`src/rtl/sr_drv_pkg.sv`:
```
// sr_drv_pkg: shared state, excitation encodings and sizing helper for the SR bank driver
package sr_drv_pkg;

    typedef enum logic [1:0] {IDLE, DRIVE, CHECK} state_t;

    localparam logic [1:0] EXC_HOLD  = 2'b00;
    localparam logic [1:0] EXC_SET   = 2'b10;
    localparam logic [1:0] EXC_RESET = 2'b01;

    // width of a counter that must hold 0..max_retry, never narrower than one bit
    function automatic int retry_w(input int max_retry);
        return (max_retry < 1) ? 1 : $clog2(max_retry + 1);
    endfunction

endpackage

```
`src/rtl/sr_excite.sv`:
```
// sr_excite: per-bit SR excitation from target, write mask and present q
module sr_excite
    import sr_drv_pkg::*;
(
    input  logic target,
    input  logic mask,
    input  logic q,
    output logic s,
    output logic r
);

    // unmasked or already-correct bits hold, so {s,r}=11 cannot be produced
    always_comb {s, r} = (!mask || target == q) ? EXC_HOLD : (target ? EXC_SET : EXC_RESET);

endmodule

```
`src/rtl/sr_bank_driver.sv`:
```
// sr_bank_driver: drives an SR flip-flop bank to a masked target word, verifies and retries
module sr_bank_driver
    import sr_drv_pkg::*;
#(
    parameter int W         = 8,
    parameter int MAX_RETRY = 2
) (
    input  logic         clk,
    input  logic         rst,
    input  logic         cmd_valid,
    output logic         cmd_ready,
    input  logic [W-1:0] cmd_data,
    input  logic [W-1:0] cmd_mask,
    output logic [W-1:0] s,
    output logic [W-1:0] r,
    input  logic [W-1:0] q_fb,
    output logic         busy,
    output logic         done,
    output logic         err,
    output logic [W-1:0] err_bits
);

    localparam int RW = retry_w(MAX_RETRY);

    state_t         state, next;
    logic [W-1:0]   data_q, mask_q, tgt, msk, exc_s, exc_r, mm;
    logic [RW-1:0]  retry;
    logic           accept, mismatch, redrive, fail;

    assign cmd_ready = (state == IDLE) && !rst;
    assign busy      = (state != IDLE);
    assign accept    = cmd_valid && cmd_ready;
    assign mm        = mask_q & (q_fb ^ data_q);
    assign mismatch  = (state == CHECK) && (mm != '0);
    assign redrive   = mismatch && (retry < RW'(MAX_RETRY));
    assign fail      = mismatch && !redrive;

    // at accept the excitation comes from the incoming command, on retry from the latched one
    assign tgt = (state == IDLE) ? cmd_data : data_q;
    assign msk = (state == IDLE) ? cmd_mask : mask_q;

    for (genvar i = 0; i < W; i++) begin : g_bit
        sr_excite u_exc (
            .target (tgt[i]),
            .mask   (msk[i]),
            .q      (q_fb[i]),
            .s      (exc_s[i]),
            .r      (exc_r[i])
        );
    end

    // next-state selection
    always_comb begin
        next = IDLE;
        next = (state == IDLE)  ? (accept ? DRIVE : IDLE) :
               (state == DRIVE) ? CHECK :
               (redrive ? DRIVE : IDLE);
    end

    // state, latched command, retry count and registered outputs
    always_ff @(posedge clk or posedge rst) begin
        if (rst) begin
            state    <= IDLE;
            data_q   <= '0;
            mask_q   <= '0;
            retry    <= '0;
            s        <= '0;
            r        <= '0;
            done     <= 1'b0;
            err      <= 1'b0;
            err_bits <= '0;
        end else begin
            state    <= next;
            data_q   <= accept ? cmd_data : data_q;
            mask_q   <= accept ? cmd_mask : mask_q;
            retry    <= accept ? '0 : (redrive ? retry + 1'b1 : retry);
            s        <= (accept || redrive) ? exc_s : '0;
            r        <= (accept || redrive) ? exc_r : '0;
            done     <= (state == CHECK) && (mm == '0);
            err      <= fail;
            err_bits <= accept ? '0 : (fail ? mm : err_bits);
        end
    end

endmodule

```
`config.mk`:
```
export PLATFORM = sky130hd
export DESIGN_NAME = sr_bank_driver
export DESIGN_NICKNAME = d
export VERILOG_FILES = /design/src/rtl/sr_drv_pkg.sv /design/src/rtl/sr_excite.sv /design/src/rtl/sr_bank_driver.sv
export SDC_FILE = /design/constraint.sdc
export NUM_CORES = 1
export LEC_CHECK = 0
export CAP_MARGIN = 0
export CORE_MARGIN = 2
export CORE_UTILIZATION = 41
export CTS_CLUSTER_DIAMETER = 200
export DETAILED_ROUTE_END_ITERATION = 12
export PLACE_DENSITY = 0.69
export SLEW_MARGIN = 20
export SYNTH_ARGS = -nofsm -noshare
export SYNTH_HDL_FRONTEND = slang
export SYNTH_SLANG_ARGS = --single-unit
```
`constraint.sdc`:
```
create_clock -name clk -period 2.3 [get_ports clk]
set_input_delay 0.345 -clock clk [delete_from_list [all_inputs] [get_ports clk]]
set_output_delay 0.345 -clock clk [all_outputs]
set_load 0.01 [all_outputs]
```
==> Implementation_results.wiki <==
{| class="wikitable"
! Metric !! Value
|-
| Outcome || complete, no violations
|-
| Synthesized area divided by synthesized cell count || 13.0 µm²
|-
| Number of buffers inserted to repair setup after CTS || 0
|-
| Ports || 55
|-
| TritonCTS buffer count || 5
|-
| Share of cells above drive strength 1 || 0.207
|-
| PortBufs || 54
|-
| Top cells by instance count after synthesis || dfrtp_1, nand2_1, mux2i_1
|-
| Maximum Capacitance Violations || 0
|-
| Maximum fanout count along the critical path || 5
|-
| Sort of element at the end of the critical path || primary output
|-
| Clock Tree Root || clkbuf_8
|-
| Via count normalized by instance count || 4.72
|-
| Maximum buffer depth of the clock tree || 2
|-
| Max Fclk || 518 MHz
|-
| Post-detailed-routing wire length || 4.08 mm
|-
| Switching component of the power || 0.00123 W
|-
| Critical path startpoint category || register
|-
| Remaining routing DRC violations || 0
|-
| Number of rows created at floorplan || 26
|-
| Violation count after the first detailed-route iteration || 54
|-
| Antenna violation net count after detailed routing || 0
|-
| GRT overflow || 0
|-
| Crit path buffers/inverters || 1
|-
| Initial DRT Pass Iterations || 4
|-
| Clock Skew || 10.5 ps
|-
| Cell Chain, Critical Path || nor3_4 -> clkdlybuf4s50_1
|-
| Post-layout nets || 253
|-
| Routed vias || 1,403
|-
| Final weighted congestion of routability-driven global placement || 0.752
|-
| Final number of hold-violating endpoints || 0
|-
| Layout Area Growth over Synthesis || 34.6%
|-
| Antenna violations before repair || 0
|-
| Setup TNS || 0 ps
|-
| Cell accounting for the most synthesized area || dfrtp_1
|-
| Clock slew at reported path FFs || 90 ps
|-
| Overall die width || 76.0 µm
|-
| Die Area || 0.00578 mm²
|-
| Share of total power in the clock network || 0.156
|-
| Layout filler cell count || 453
|-
| Overall Global Routing Usage || 0.154
|-
| Post-synthesis instance total || 163
|-
| Half-perimeter wire length after detailed placement || 2.89 mm
|-
| Start-to-end type of the worst setup path || register to primary output
|-
| P_int || 0.00205 W
|-
| CP Data Arrival Time || 1580 ps
|-
| Yosys cell types || 28
|-
| Number of flip-flops and latches in the synthesized netlist || 46
|-
| Unrepaired setup endpoints after global routing || false
|-
| Share of the clock period used by the worst path || 0.839
|-
| Share of async-settable or async-resettable flops after synthesis || 1.00
|-
| Flip-flop cell with the highest count after synthesis || dfrtp_1
|-
| Die Y || 76.0 µm
|-
| Share of power burned in combinational logic || 0.451
|-
| Relative contribution of sequential cells to total power || 0.394
|-
| Proportion of synthesized chip area in sequential cells || 0.541
|-
| Worst Hold Class || input pin to asynchronous set/reset pin
|-
| Final Total Pwr || 0.00328 W
|-
| Worst vdd ir || 484 µV
|-
| Synth top area share || 0.541
|-
| Wire length of the first global-routing pass || 7.02 mm
|-
| Routed len/inst || 13.7 µm
|-
| Switching power share of the total || 0.375
|-
| Diodes inserted || 0
|-
| Initial core utilization || 0.422
|-
| Post-CTS Resized || 0
|-
| # hold bufs at CTS || 0
|-
| Clock period minus final worst setup slack || 1930 ps
|-
| Cell area after synthesis || 0.00213 mm²
|-
| Cell types occupying the most area after synthesis || dfrtp_1, mux2i_1, mux2_2
|-
| Total number of clock tree sinks || 46
|-
| Highest-delay cell along the critical path || clkdlybuf4s50_1
|-
| Number of slew-limit violations in the final report || 0
|-
| Leakage component of the power || 1.32 nW
|-
| H-tree levels || 2
|-
| Warnings from Yosys || 0
|-
| Worst path required time || 1960 ps
|-
| Number of enable flip-flop cells after synthesis || 0
|-
| Vias in the first global route || 1,477
|-
| Slew of the pin with the lowest slew margin || 365 ps
|-
| TritonCTS clock tree || yes
|-
| Kind of cell adding the most delay to the critical path || buffers and inverters
|-
| Power density over the cells || 1140 mW/mm²
|-
| Most frequent cell after synthesis || dfrtp_1
|-
| Slowest Stage Delay on Critical Path || 570 ps
|-
| Fin Hold WS || 464 ps
|-
| Slew HR || 0.750
|-
| Final setup violation count || 0
|-
| Clk Latency, worst-skew pair || 300 ps
|-
| Synthesized netlist net count || 190
|-
| Total core area || 0.00504 mm²
|-
| Maximum number of pins on one net before global-route repair || 47
|}
-- sequential cells by signal, indices dropped and copies added (netlist names) --
register  flops
r             8
err_bits      8
err           1
data_q        8
done          1
retry         2
s             8
state         2
mask_q        8
-- power by group through the flow --
stage | sequential, W | combinational (W) | clock [W]
after floorplan | 0.00130 | 0.00104 | 0
after global placement | 0.00130 | 0.00147 | 0
after detailed placement | 0.00131 | 0.00149 | 0
after CTS | 0.00129 | 0.00150 | 0.000517
after global routing | 0.00133 | 0.00162 | 0.000545
final | 0.00129 | 0.00148 | 0.000510
-- layout make-up --
cell class	count	area (µm²)	share of cell area
flip-flops and latches	46	1150	0.402
multi-input cells	108	912	0.319
repair buffers	61	606	0.212
well taps	70	87.6	0.0306
clock buffers	7	86.3	0.0302
inverters	4	15.0	0.00524
clock inverters	1	5.00	0.00175
-- path summary, 6_finish.rpt --
kind | start | end | slack [ps] | depth (start not counted)
worst max-delay path | state[1] | cmd_ready | 370 | 2
worst min-delay path | rst | data_q[2] | 460 | 3
worst max register to register | data_q[5] | s[3] | 660 | 6
worst min register to register | retry[0] | retry[0] | 480 | 1
max in group asynchronous | rst | s[1] | 1600 | 3
min in group clk | retry[0] | retry[0] | 480 | 1
-- worst reg2reg max path, stage by stage (launching register included) --
cell and delay [ps]:
dfrtp_1 410, xor2_1 190, a22oi_2 250, nand4_4 170
a21boi_4 170, buf_4 240, nor4_1 80
-- per-layer routing --
metal  global-route usage  share of wire  vias up  wire [µm]
met5                    0              0        -          0
met3               0.0415          0.041        5        169
met4               0.0491          0.013        0         55
met2                0.255           0.49       36       1980
met1                0.197           0.46      673       1870
li1                     -              -      689          -
-- placed cells by master, fill, tap and decap left out, types with 2 or more instances in the layout --
cell,count
nor4_1,7
nand2_1,26
clkbuf_8,6
xor2_1,8
mux2_1,4
inv_1,2
inv_2,2
buf_4,6
mux2_2,12
nor2b_1,2
mux2i_1,25
dfrtp_1,46
nor3_2,8
clkdlybuf4s50_1,54
a22oi_2,4
-- cell families (layout without fill, tap and decap cells) --
kind of cell	Yosys count	in the layout	share of synthesized area
simple gates	52	52	0.156
flops	46	46	0.541
mux	41	41	0.202
buf+inv	9	73	0.0300
xor+xnor	8	8	0.0329
compound gates	7	7	0.0376
-- metrics by stage --
step           worst slack [ps]  instance area, µm²  std cells  utilization
2_1_floorplan               774                2130        163            -
3_3_place_gp                250                2770        289        0.550
3_5_place_dp                201                2770        289        0.550
4_1_cts                     359                2860        297        0.568
5_1_grt                     297                2860        297        0.568
6_report                    370                2860        297        0.568
No activity file was read; power rests on OpenSTA's default activity.
==> variant: new RTL, same settings <==
Set the parameter `MAX_RETRY` to 4 (it was 2).
--- a/src/rtl/sr_bank_driver.sv
+++ b/src/rtl/sr_bank_driver.sv
@@ -5,3 +5,3 @@
     parameter int W         = 8,
-    parameter int MAX_RETRY = 2
+    parameter int MAX_RETRY = 4
 ) (
Formal check against the unedited RTL: not equivalent (Yosys sat finds a counterexample within 10 cycles, from zero or initial values and one cycle with rst high).
==> variant against the unedited design <==
- routed wire length increased by 2.2%
- sequential cell count increased by 1
- utilization increased by 0.53 points
- setup slack got worse by 0.11 ns
- fmax decreased by 5.2%
- register-to-register slack about the same
- cell count increased by 1.3%
- power decreased by 3.3%
- clock power increased by 5.1%
- synthesized area increased by 1.9%
- design area increased by 2.2%
- worst hold slack got worse by 0.0066 ns
==> variant: results (changes against the unedited design) <==
* Status: finished clean
* Top delay family on crit path: buffers and inverters
* Later-pin clock latency in the skew report at 0.29 ns
* Synth top area cells: dfrtp_1, mux2i_1, mux2_2, nand2_1, nor3_2
* Port bufs at 54 (unchanged)
* Worst R2R Start: state[0]$_DFF_PP0_
* Synth cell count leaders: dfrtp_1, nand2_1, mux2i_1
* Fraction of layout cells with a size suffix above 1 at 0.190 (-0.0166)
* DR pass1 iterations at 4 (unchanged)
* Post-layout net count at 258 (+2.0%)
* Hold Crit Class: input port to async pin
* First-pass GRT wire length at 7.17 mm (+2.2%)
* Peak supply drop at 448 uV (-7.3%)
* Post-synth ARST share at 1.00 (unchanged)
* DR WL/cell at 13.9 um (+0.82%)
* Clk root buf: clkbuf_8
* Slew headroom at 0.690 (-0.0597)
* Yosys cell types at 30 (+7.1%)
* Final worst clock skew at 0.00672 ns (-0.00376 ns)
* Total global-route track usage at 0.154 (about the same)
* DP HPWL at 3.08 mm (+6.7%)
* Critical-path top delay cell: clkdlybuf4s50_1
* Clk buf depth at 2 (unchanged)
* Worst-path clk slew at 0.09 ns (about the same)
* CTS Hold Bufs at 0 (unchanged)
* GPL Wtd Cong at 0.733 (-2.5%)
* Pin count of the biggest net entering global routing at 28 (-40%)
* Sw Pwr at 1.16 mW (-5.2%)
* 1st-iter DRT viols at 64 (+19%)
* # diodes at 0 (unchanged)
* Post_cts resized at 0 (unchanged)
* Biggest fanout along the worst timing path at 10 (+5)
* Tcrit/Tclk final at 0.885 (+0.0464)
* Post CTS Setup Buffer Count at 0 (unchanged)
* H-tree levels at 2 (unchanged)
* Initial antenna violation count at 0 (unchanged)
* Crit path largest cell delay at 0.49 ns (-0.08 ns)
* Seq/Total Area, Yosys at 0.542 (+0.00124)
* Synth warn at 0 (unchanged)
* Setup-failing EPs final at 0 (unchanged)
* Mapped Nets at 195 (+2.6%)
* Leakage at 1.36 nW (+3.1%)
* Critical Path Start Type: flop
* CP arrival at 1.69 ns (+0.11 ns)
* Inserted Clock Buffers at 5 (unchanged)
* Drt via density at 4.90 (+3.8%)
* Vias in the first global route at 1511 (+2.3%)
## variant: changes by cell type after synthesis, sizes merged
cell and delta:
dfrtp +1, clkbuf +1, ha +1, a31o +1, and3 +1, buf -1
## variant: worst reg2reg max path, delay by kind of cell (launching register included)
kind	cells	cell delay (ns)
and+or+nand+nor	3	0.56
DFF	1	0.47
buffers and inverters	1	0.28
muxes	1	0.26
## variant: path summary, 6_finish.rpt
path	endpoint	slack, ns	depth (start not counted)
max reg2reg	r[1]$_DFF_PP0_	0.66	5
max in group asynchronous	data_q[6]$_DFFE_PP0P_	1.34	3
min in group clk	retry[0]$_DFFE_PP0P_	0.50	1
min	state[0]$_DFF_PP0_	0.46	2
max	busy	0.26	3
min reg2reg	retry[0]$_DFFE_PP0P_	0.50	1
## variant: area by class of cell
type                       instances  area, um^2
clock buffer                       8         100
fill                             466        2180
inverter                           4        15.0
multi-input combinational        111         942
sequential                        47        1180
tap                               70        87.6
timing repair buffer              61         606
## variant: kinds of logic (layout without fill, tap and decap cells)
family                   count (synthesis)  after routing  synth area share
AO/OA/AOI/OAI                            8              8            0.0410
XOR/XNOR                                 8              8            0.0323
adder cells (fa/ha/maj)                  1              1           0.00577
buffers and inverters                    9             73            0.0231
flip-flops                              47             47             0.542
multiplexers                            41             41             0.198
AND/OR/NAND/NOR                         53             53             0.157
## variant: per-stage QoR
stage / cell area, um^2 / hold slack [ns] / cells / setup WS, ns
6_report: 2930 / 0.458 / 301 / 0.263
5_1_grt: 2930 / 0.502 / 301 / 0.166
4_1_cts: 2930 / 0.471 / 301 / 0.234
3_5_place_dp: 2830 / 0.487 / 293 / 0.210
2_1_floorplan: 2170 / 0.409 / 167 / 0.758
3_3_place_gp: 2830 / 0.479 / 293 / 0.258
## variant: routing by layer
metal,up-vias,GRT usage,share of wire
met5,-,0,0
met4,0,0.0436,0.0055
met3,4,0.0459,0.050
met2,32,0.247,0.50
met1,732,0.202,0.44
li1,708,-,-
## variant: power groups by stage
| stage | clock (mW) | sequential [mW] | combinational (mW) |
|---|---|---|---|
| finish | 0.536 | 1.28 | 1.36 |
| global route | 0.586 | 1.31 | 1.48 |
| CTS | 0.551 | 1.28 | 1.38 |
| detailed placement | 0 | 1.29 | 1.37 |
| global placement | 0 | 1.28 | 1.36 |
| floorplan | 0 | 1.28 | 0.957 |
